## src/rtl/masked_and_xor_pipe.sv

```systemverilog
// Two-stage domain-oriented masked q = (x' & y) ^ z over SHARES Boolean shares.
// Stage 1 registers every refreshed share product, stage 2 registers the compressed shares.
module masked_and_xor_pipe #(
  parameter  int unsigned SHARES = 2,
  parameter  int unsigned WIDTH  = 5,
  parameter  bit          INVERT = 1'b1,
  localparam int unsigned RW     = WIDTH*SHARES*(SHARES-1)/2
) (
  input  logic                     clk,
  input  logic                     rst_n,
  input  logic                     in_valid,
  output logic                     in_ready,
  input  logic                     add_linear,
  input  logic [SHARES*WIDTH-1:0]  x,
  input  logic [SHARES*WIDTH-1:0]  y,
  input  logic [SHARES*WIDTH-1:0]  z,
  input  logic [RW-1:0]            r,
  output logic                     out_valid,
  input  logic                     out_ready,
  output logic [SHARES*WIDTH-1:0]  q
);

  logic [WIDTH-1:0]        t_d [SHARES][SHARES];
  logic [WIDTH-1:0]        t_q [SHARES][SHARES];
  logic [SHARES*WIDTH-1:0] q_d, q_q;
  logic                    s1_valid_q, s2_valid_q;
  logic                    s1_adv, s2_adv;

  // Index of unordered pair (a<b) in lexicographic order (0,1),(0,2)..(1,2)..
  function automatic int unsigned pair_idx(input int unsigned a, input int unsigned b);
    return (a * (2*SHARES - a - 1)) / 2 + (b - a - 1);
  endfunction

  assign s2_adv    = ~s2_valid_q | out_ready;
  assign s1_adv    = ~s1_valid_q | s2_adv;
  assign in_ready  = s1_adv;
  assign out_valid = s2_valid_q;
  assign q         = q_q;

  always_comb begin
    logic [WIDTH-1:0] xs;
    int unsigned      p;
    t_d = '{default: '0};
    for (int unsigned i = 0; i < SHARES; i++) begin
      xs = x[i*WIDTH +: WIDTH];
      if (i == 0 && INVERT) xs = ~xs;
      for (int unsigned j = 0; j < SHARES; j++) begin
        if (i == j) begin
          t_d[i][j] = (xs & y[j*WIDTH +: WIDTH]) ^ (add_linear ? z[i*WIDTH +: WIDTH] : '0);
        end else begin
          p = (i < j) ? pair_idx(i, j) : pair_idx(j, i);
          t_d[i][j] = (xs & y[j*WIDTH +: WIDTH]) ^ r[p*WIDTH +: WIDTH];
        end
      end
    end
  end

  // Compression only reads registered products, so no glitch path spans domains.
  always_comb begin
    q_d = '0;
    for (int unsigned i = 0; i < SHARES; i++) begin
      for (int unsigned j = 0; j < SHARES; j++) begin
        q_d[i*WIDTH +: WIDTH] = q_d[i*WIDTH +: WIDTH] ^ t_q[i][j];
      end
    end
  end

  always_ff @(posedge clk) begin
    if (!rst_n) begin
      s1_valid_q <= 1'b0;
      s2_valid_q <= 1'b0;
      t_q        <= '{default: '0};
      q_q        <= '0;
    end else begin
      if (s1_adv) begin
        s1_valid_q <= in_valid;
        if (in_valid) t_q <= t_d;
      end
      if (s2_adv) begin
        s2_valid_q <= s1_valid_q;
        if (s1_valid_q) q_q <= q_d;
      end
    end
  end

endmodule

```

## config.mk

```make
export PLATFORM = sky130hd
export DESIGN_NAME = masked_and_xor_pipe
export DESIGN_NICKNAME = d
export VERILOG_FILES = /design/src/rtl/masked_and_xor_pipe.sv
export SDC_FILE = /design/constraint.sdc
export NUM_CORES = 1
export LEC_CHECK = 0
export ABC_AREA = 1
export CAP_MARGIN = 20
export CELL_PAD_IN_SITES_DETAIL_PLACEMENT = 1
export CELL_PAD_IN_SITES_GLOBAL_PLACEMENT = 2
export CORE_UTILIZATION = 23
export DETAILED_ROUTE_END_ITERATION = 10
export GPL_ROUTABILITY_DRIVEN = 0
export HOLD_SLACK_MARGIN = 0.02
export PLACE_DENSITY_LB_ADDON = 0.05
export SYNTH_ARGS = -nofsm -noshare
export SYNTH_HDL_FRONTEND = slang
export SYNTH_SLANG_ARGS = --single-unit
```

## constraint.sdc

```tcl
create_clock -name clk -period 1 [get_ports clk]
set_input_delay 0.25 -clock clk [delete_from_list [all_inputs] [get_ports clk]]
set_output_delay 0.25 -clock clk [all_outputs]
set_load 0.01 [all_outputs]
```

Word-level counts from Yosys, hierarchy flattened
Cells that the tools add are included.

Bitwise logic cells: 15. Reduce and logical (&&, ||, !) cells: 2. Multiplexer cells: 2.

Operator list (number): $xor A5 B5 Y5 (6); $and A5 B5 Y5 (4); $mux W5 (2); $not A5 Y5 (1); $reduce_and A2 Y1 (2); $not A1 Y1 (2); $or A1 B1 Y1 (2).

Register bits after elaboration: 32. Output and inout bits: 12. Input port bits: 40.

Longest topological paths before layout
Gate-level depths: netlist of the first run.

Word-level depth: 4. Depth in mapped cells: 7. Gate-level depth less buffers: 6.

Worst setup path after synthesis of the first run
Ideal clock, no wire load.

Kind: flip-flop to flip-flop. Start: reg s2_valid_q, in the netlist out_valid. End: reg t_q[10] (netlist bit). Data arrival time: 920 ps. Slack: -33 ps. Stages on the path, launching flop included: 7. Path through: dfxtp_1 -> nand3_2 -> nand2_4 -> buf_6 -> nand2_1 -> nand2_1 -> nor2_1.

Longest elaborated chain between the ends: 4.

Ends and longest elaborated chain: from (decl) (RTL line 26) `logic s1_valid_q, s2_valid_q;`; from (signal assigned) (RTL line 80) `s2_valid_q <= s1_valid_q;`; $not A1 Y1 (RTL line 34) `assign s2_adv = ~s2_valid_q | out_ready;`; $or A1 B1 Y1 (RTL line 34); $or A1 B1 Y1 (RTL line 35) `assign s1_adv = ~s1_valid_q | s2_adv;`; named net in_ready (RTL line 12) `output logic in_ready,`; $reduce_and A2 Y1 (no line); to (signal assigned) (RTL line 77) `if (in_valid) t_q <= t_d;`; to (decl) (RTL line 24) `logic [WIDTH-1:0] t_q [SHARES][SHARES];`.

The timed path passes the listed nets, and every way through them passes these cells. A chain may end at the register's enable or synchronous reset.

Final worst setup path of the first run
Start: reg s2_valid_q, in the netlist out_valid. End: out out_valid.

RTL lines: to (decl) (RTL line 18) `output logic out_valid,`.

No word-level cell between the ends.

==> results of run 1 <==
[what timing repair did]
| item | 4_1_cts | 5_1_grt |
|---|---|---|
| cloned | 1 | 1 |
| hold buffers | 0 | 0 |
| resized for setup | 78 | 19 |
| endpoints found under the setup margin | 44 | 42 |
| buffers inserted | 2 | 2 |
| pin swaps | 2 | 1 |
[kinds of logic after synthesis]
family	count (synthesis)
flops	32
compound gates	12
simple gates	224
buf+inv	62
[cells in the final DEF (no fill, tap or decap)]
cell and instances:
nand2_1 142, inv_1 51, nor2_1 50, clkdlybuf4s50_1 36
nand3_1 20, dfxtp_1 20, buf_6 14, dfxtp_2 12
a21oi_1 8, nand2_2 8, clkbuf_8 6, buf_12 5
buf_4 5, a21oi_2 4, dlygate4sd2_1 3, nand2_4 2
clkbuf_1 2, inv_2 1, nand3_2 1, nand2_8 1
clkbuf_16 1, buf_16 1, buf_2 1
[critical path, delay by kind of cell (launching register included)]
kind | cells | cell delay [ns]
buffers and inverters | 2 | 0.24
flip-flops | 1 | 0.33
[power by group]
group | total (uW) | leakage (uW) | switching [uW] | internal (uW)
sequential | 1430 | 0.000269 | 54.3 | 1380
combinational | 848 | 0.00117 | 413 | 435
clock | 1040 | 0.0000455 | 474 | 561
[cell type report]
class / instances / area, um^2 / area share (%)
tap: 102 / 128 / 4.55
multi-input combinational: 236 / 998 / 35.6
timing repair buffer: 66 / 739 / 26.3
inverter: 52 / 195 / 6.95
clock buffer: 8 / 90.1 / 3.21
sequential: 32 / 656 / 23.4
[worst max-delay path by stage]
stage,from,endpoint,slack (ns)
after global routing,s1_valid_q$_SDFFE_PN0P_,t_q[9]$_SDFFE_PN0P_,-0.14
final,out_valid$_SDFFE_PN0P_,out_valid,-0.1
after global placement,out_ready,in_ready,-0.65
after CTS,out_valid$_SDFFE_PN0P_,in_ready,-0.11
after detailed placement,out_ready,in_ready,-0.66
after floorplan,out_valid$_SDFFE_PN0P_,t_q[10]$_SDFFE_PN0P_,0.04
[state kept, by name, indices dropped and copies added (netlist names)]
signal,cells
out_valid,1
q,10
s1_valid_q,1
t_q,20
[metrics by stage]
step	setup WS (ns)	TNS, ns	cells	hold WS [ns]
after floorplan	0.0369	0	330	0.374
after global placement	-0.649	-14.45	482	0.496
after detailed placement	-0.659	-14.72	482	0.506
after CTS	-0.109	-1.43	493	0.472
after global routing	-0.143	-3.53	496	0.524
final	-0.0959	-1.27	496	0.475
[layer usage]
metal,wire length [um],track usage [%]
met1,2590,19.0
met2,2100,20.1
met3,127,1.76
met4,65,4.76
met5,0,0
==> results_dict.tcl, run 1 <==
set metrics [dict create \
    fin_crit_ns 1.10 \
    fin_ws_ns -0.0959 \
    cts_root_buffer "clkbuf_8" \
    insertion_delay_ns 0.28 \
    drc 0 \
    yosys.area.top_type "dfxtp_1" \
    period_share_pct 110 \
    r2r_start "s1_valid_q$_SDFFE_PN0P_" \
    placed_cell_area_um2 2540 \
    min_from "out_ready" \
    drtAntennaViolNets 0 \
    max_stage_delay_ns 0.33 \
    clock_sinks 32 \
    yosysSeqAreaShare_pct 34.7 \
    p_leak_uw 0.00148 \
    io_buffers 51 \
    p_per_area_nw_per_um2 1180 \
    violations "setup timing" \
    start_util_pct 23.9 \
    synth_xor_area_share_pct 0 \
    max_slew.worst_pin.slew_ns 0.200 \
    cts.clk_slew.worst_paths_ns 0.07 \
    critPathArrivalTime_ns 0.85 \
    worstSetupPathType "reg -> out" \
    fin_area_um2 2810 \
    grt_pass1_wl_um 9000 \
    drive_above_1_share_pct 15.7 \
    ys_ff_latch 32 \
    antenna_found_initial 0 \
    dr.first_iter.drc_count 52 \
    n_fill_cell 1013 \
    synth.cell_area_um2 1850 \
    grt_use_total_pct 13.2 \
    cts_tree "built" \
    whs_path_depth 5 \
    grt_max_degree 32 \
    synthAdderAreaFrac_pct 0 \
    drv_slew 0 \
    num_antenna_cells 0 \
    wl_um 4880 \
    dieArea_um2 8390 \
    vias_per_cell 3.99 \
    ys.flop_type "dfxtp_1" \
    die_w_um 91.6 \
    rsz0062_at_grt "yes" \
    yosysWarningCount 0 \
    critical_path_required_ns 0.75 \
    cp-start-kind "register" \
    fmax_mhz 912 \
    synth_compound_area_share_pct 3.25 \
    synth_cell_types 11 \
    via_count 1978 \
    yosysTopAreaCellShare_pct 34.7 \
    synth_commonest_cells "nand2_1 (152), inv_1 (52), nor2_1 (50), dfxtp_1 (32), nand3_1 (20)" \
    worstRegToRegCells 7 \
    io_pins 52 \
    r2r_slack_ns -0.08 \
    critPathMaxFanout 3 \
    cp-end-kind "output port" \
    async_flop_share_pct 0 \
    synth_edf_count 0 \
    die_h_um 91.6 \
    synth.mux.area_fraction_pct 0 \
    hpwl_um 3520 \
    row_count 32 \
    synth.area.top_cells "dfxtp_1 (35%), nand2_1 (31%), inv_1 (11%)" \
    nets 433 \
    power_uw 3320 \
    firstDrtPassIters 3 \
    wl_per_cell_um 9.83 \
    cts-buffers-inserted 5 \
    syn_to_final_growth_pct 52.0 \
    core_area_um2 7730 \
    htreeDepth 2 \
    hold_viol 0 \
    grt_pass1_vias 1963 \
    syn_inst 330 \
    fin_util_pct 36.3 \
    synth_most_common_cell "nand2_1" \
    hold_path_end "out_valid$_SDFFE_PN0P_" \
    irDropWorstVdd_v 0.000439 \
    synthSimpleGateAreaFrac_pct 47.6 \
    setup_viol 22 \
    synth_nets 370 \
    slowest_stage "dfxtp_2" \
    clock_skew_ns 0.00591 \
    status "finished, violations left" \
    drv_cap 0 \
    crit_chain "buf_4 > buf_6" \
    reg2reg_to "t_q[2]$_SDFFE_PN0P_" \
    grt_overflow 0 \
    avgSynthCellArea_um2 5.60 \
    clk_path_buf_depth 2 \
    slew_headroom_pct 86.7 \
    hp-class "in -> reg" \
    synth_top_family_by_area "simple AND/OR/NAND/NOR gates" \
]
Note: power is estimated with default switching activity, not from simulation.
==> inputs of run 2 (changes only) <==
Settings changed: PLACE_DENSITY_LB_ADDON 0.05 to 0.2.
==> run 2 against run 1 <==
The flow still finishes with violations (setup timing). First-iteration DRC count is 35% lower. Non-clock buffer count is 4 lower. Register-to-register slack hardly changed. Sequential power hardly changed. Highest routed layer unchanged. Sequential share of layout area is 0.25 points higher. Final cell count is 1.4% lower. Critical path type unchanged. Clock skew is 0.0041 ns lower.
==> results_dict.tcl, run 2 (same netlist as run 1, synthesis figures left out) <==
set metrics [dict create \
    core_area_um2 7730 \
    grt_max_degree 32 \
    num_antenna_cells 0 \
    grt_pass1_wl_um 8400 \
    wl_um 5020 \
    cp-end-kind "output port" \
    critical_path_required_ns 0.75 \
    worstSetupPathType "reg -> out" \
    placed_cell_area_um2 2530 \
    antenna_found_initial 0 \
    final_common_cell "nand2_1" \
    drc 0 \
    violations "setup timing" \
    drtAntennaViolNets 0 \
    period_share_pct 109 \
    largest_reg_flops 20 \
    syn_to_final_growth_pct 50.9 \
    top_register "t_q" \
    die_w_um 91.6 \
    use_met2_pct 21.1 \
    cp-start-kind "register" \
    fin_area_um2 2790 \
    die_h_um 91.6 \
    setup_viol 25 \
    met3_usage_pct 2.68 \
    drive_above_1_share_pct 16.3 \
    start_util_pct 23.9 \
    slew_headroom_pct 84.0 \
    n_fill_cell 1004 \
    io_pins 52 \
    row_count 32 \
    critPathArrivalTime_ns 0.84 \
    dieArea_um2 8390 \
    cts_tree "built" \
    busiest_layer "met2" \
    clk_path_buf_depth 2 \
    cts-buffers-inserted 5 \
    drv_cap 0 \
    wl_per_cell_um 10.3 \
    max_slew.worst_pin.slew_ns 0.239 \
    fmax_mhz 915 \
    hold_viol 0 \
    insertion_delay_ns 0.28 \
    worstRegToRegCells 6 \
    critPathMaxFanout 3 \
    dp_slack_ns -0.632 \
    r2r_start "out_valid$_SDFFE_PN0P_" \
    fin_ws_ns -0.0930 \
    irDropWorstVdd_v 0.000366 \
    io_buffers 51 \
    hp-class "in -> reg" \
    vias_per_cell 4.10 \
    p_leak_uw 0.00148 \
    dr.first_iter.drc_count 34 \
    drv_slew 0 \
    status "finished, violations left" \
    cts.clk_slew.worst_paths_ns 0.06 \
    fin_crit_ns 1.09 \
    via_count 2003 \
    clock_skew_ns 0.00184 \
    r2r_slack_ns -0.09 \
    layout.cells.most_common_list "nand2_1 (146), inv_1 (51), nor2_1 (38)" \
    startpoint "out_valid$_SDFFE_PN0P_" \
    cts_hold_buffers 0 \
    hpwl_um 3420 \
    cts_root_buffer "clkbuf_8" \
    grt_use_total_pct 12.4 \
    firstDrtPassIters 4 \
    grt_pass1_vias 1968 \
    p_per_area_nw_per_um2 1140 \
    rsz0062_at_grt "yes" \
    nets 429 \
    htreeDepth 2 \
    grt_overflow 0 \
    crit_end "in_ready" \
    grt_use_met1_pct 15.4 \
    clock_sinks 32 \
    reg2reg_to "t_q[5]$_SDFFE_PN0P_" \
]
[run 2: changes by cell type in the layout (fill, tap and decap cells not counted), moves of 4 or more]
cell / before / now
nor2_1: 50 / 38
nor2_2: 0 / 10
buf_6: 14 / 8
buf_2: 1 / 5
buf_4: 5 / 1
nand2_1: 142 / 146
[run 2: per-stage QoR]
| stage | utilization, % | instances | hold WS (ns) | TNS, ns | power (uW) |
|---|---|---|---|---|---|
| floorplan | - | 330 | 0.374 | 0 | 1850 |
| finish | 36.1 | 489 | 0.475 | -1.51 | 3170 |
| global placement | 32.7 | 480 | 0.494 | -15.57 | 2210 |
| global route | 36.1 | 489 | 0.526 | -3.49 | 3380 |
| CTS | 33.9 | 486 | 0.461 | -2.11 | 3160 |
| detailed placement | 32.7 | 480 | 0.505 | -16.76 | 2230 |
[run 2: final cells by class]
cell class | instances | area, um^2 | area share (%)
multi-input combinational | 236 | 1020 | 36.5
timing repair buffer | 62 | 719 | 25.8
inverter | 52 | 195 | 7.00
clock buffer | 5 | 68.8 | 2.47
sequential | 32 | 658 | 23.6
tap | 102 | 128 | 4.58
[run 2: how the worst min path moves through the flow]
stage                               startpoint                       to  slack [ns]  cells past startpoint
after detailed placement   t_q[2]$_SDFFE_PN0P_        q[7]$_SDFFE_PN0P_        0.50                      3
after global placement    t_q[13]$_SDFFE_PN0P_        q[3]$_SDFFE_PN0P_        0.49                      3
after floorplan                          rst_n   out_valid$_SDFFE_PN0P_        0.37                      2
after global routing                 out_ready  s1_valid_q$_SDFFE_PN0P_        0.53                      5
after CTS                            out_ready   out_valid$_SDFFE_PN0P_        0.46                      5
final                                out_ready   out_valid$_SDFFE_PN0P_        0.48                      5
[run 2: per-layer routing]
| metal | part of all wire, % | vias up |
|---|---|---|
| met4 | 1.4 | 0 |
| met5 | 0 | - |
| met2 | 47 | 33 |
| met1 | 48 | 882 |
| li1 | - | 1082 |
| met3 | 3.6 | 6 |
[run 2: timing repair]
item                       in CTS  in global routing
setup buffers                   0                  0
hold endpoints to repair        0                  0
setup endpoints to repair      44                 41
cloned                          1                  3
pin swaps                       1                  4
gates resized for setup        69                 28
[run 2: critical path, stage by stage (launching register included)]
cell and delay, ns:
dfxtp_4 0.36, nand3_4 0.08, buf_6 0.12
[run 2: report_power, final]
part	switching (uW)	total (uW)	leakage (uW)	internal, uW
combinational	422	852	0.00117	430
clock	438	886	0.0000359	448
sequential	53.1	1430	0.000270	1380
total	913	3170	0.00148	2260
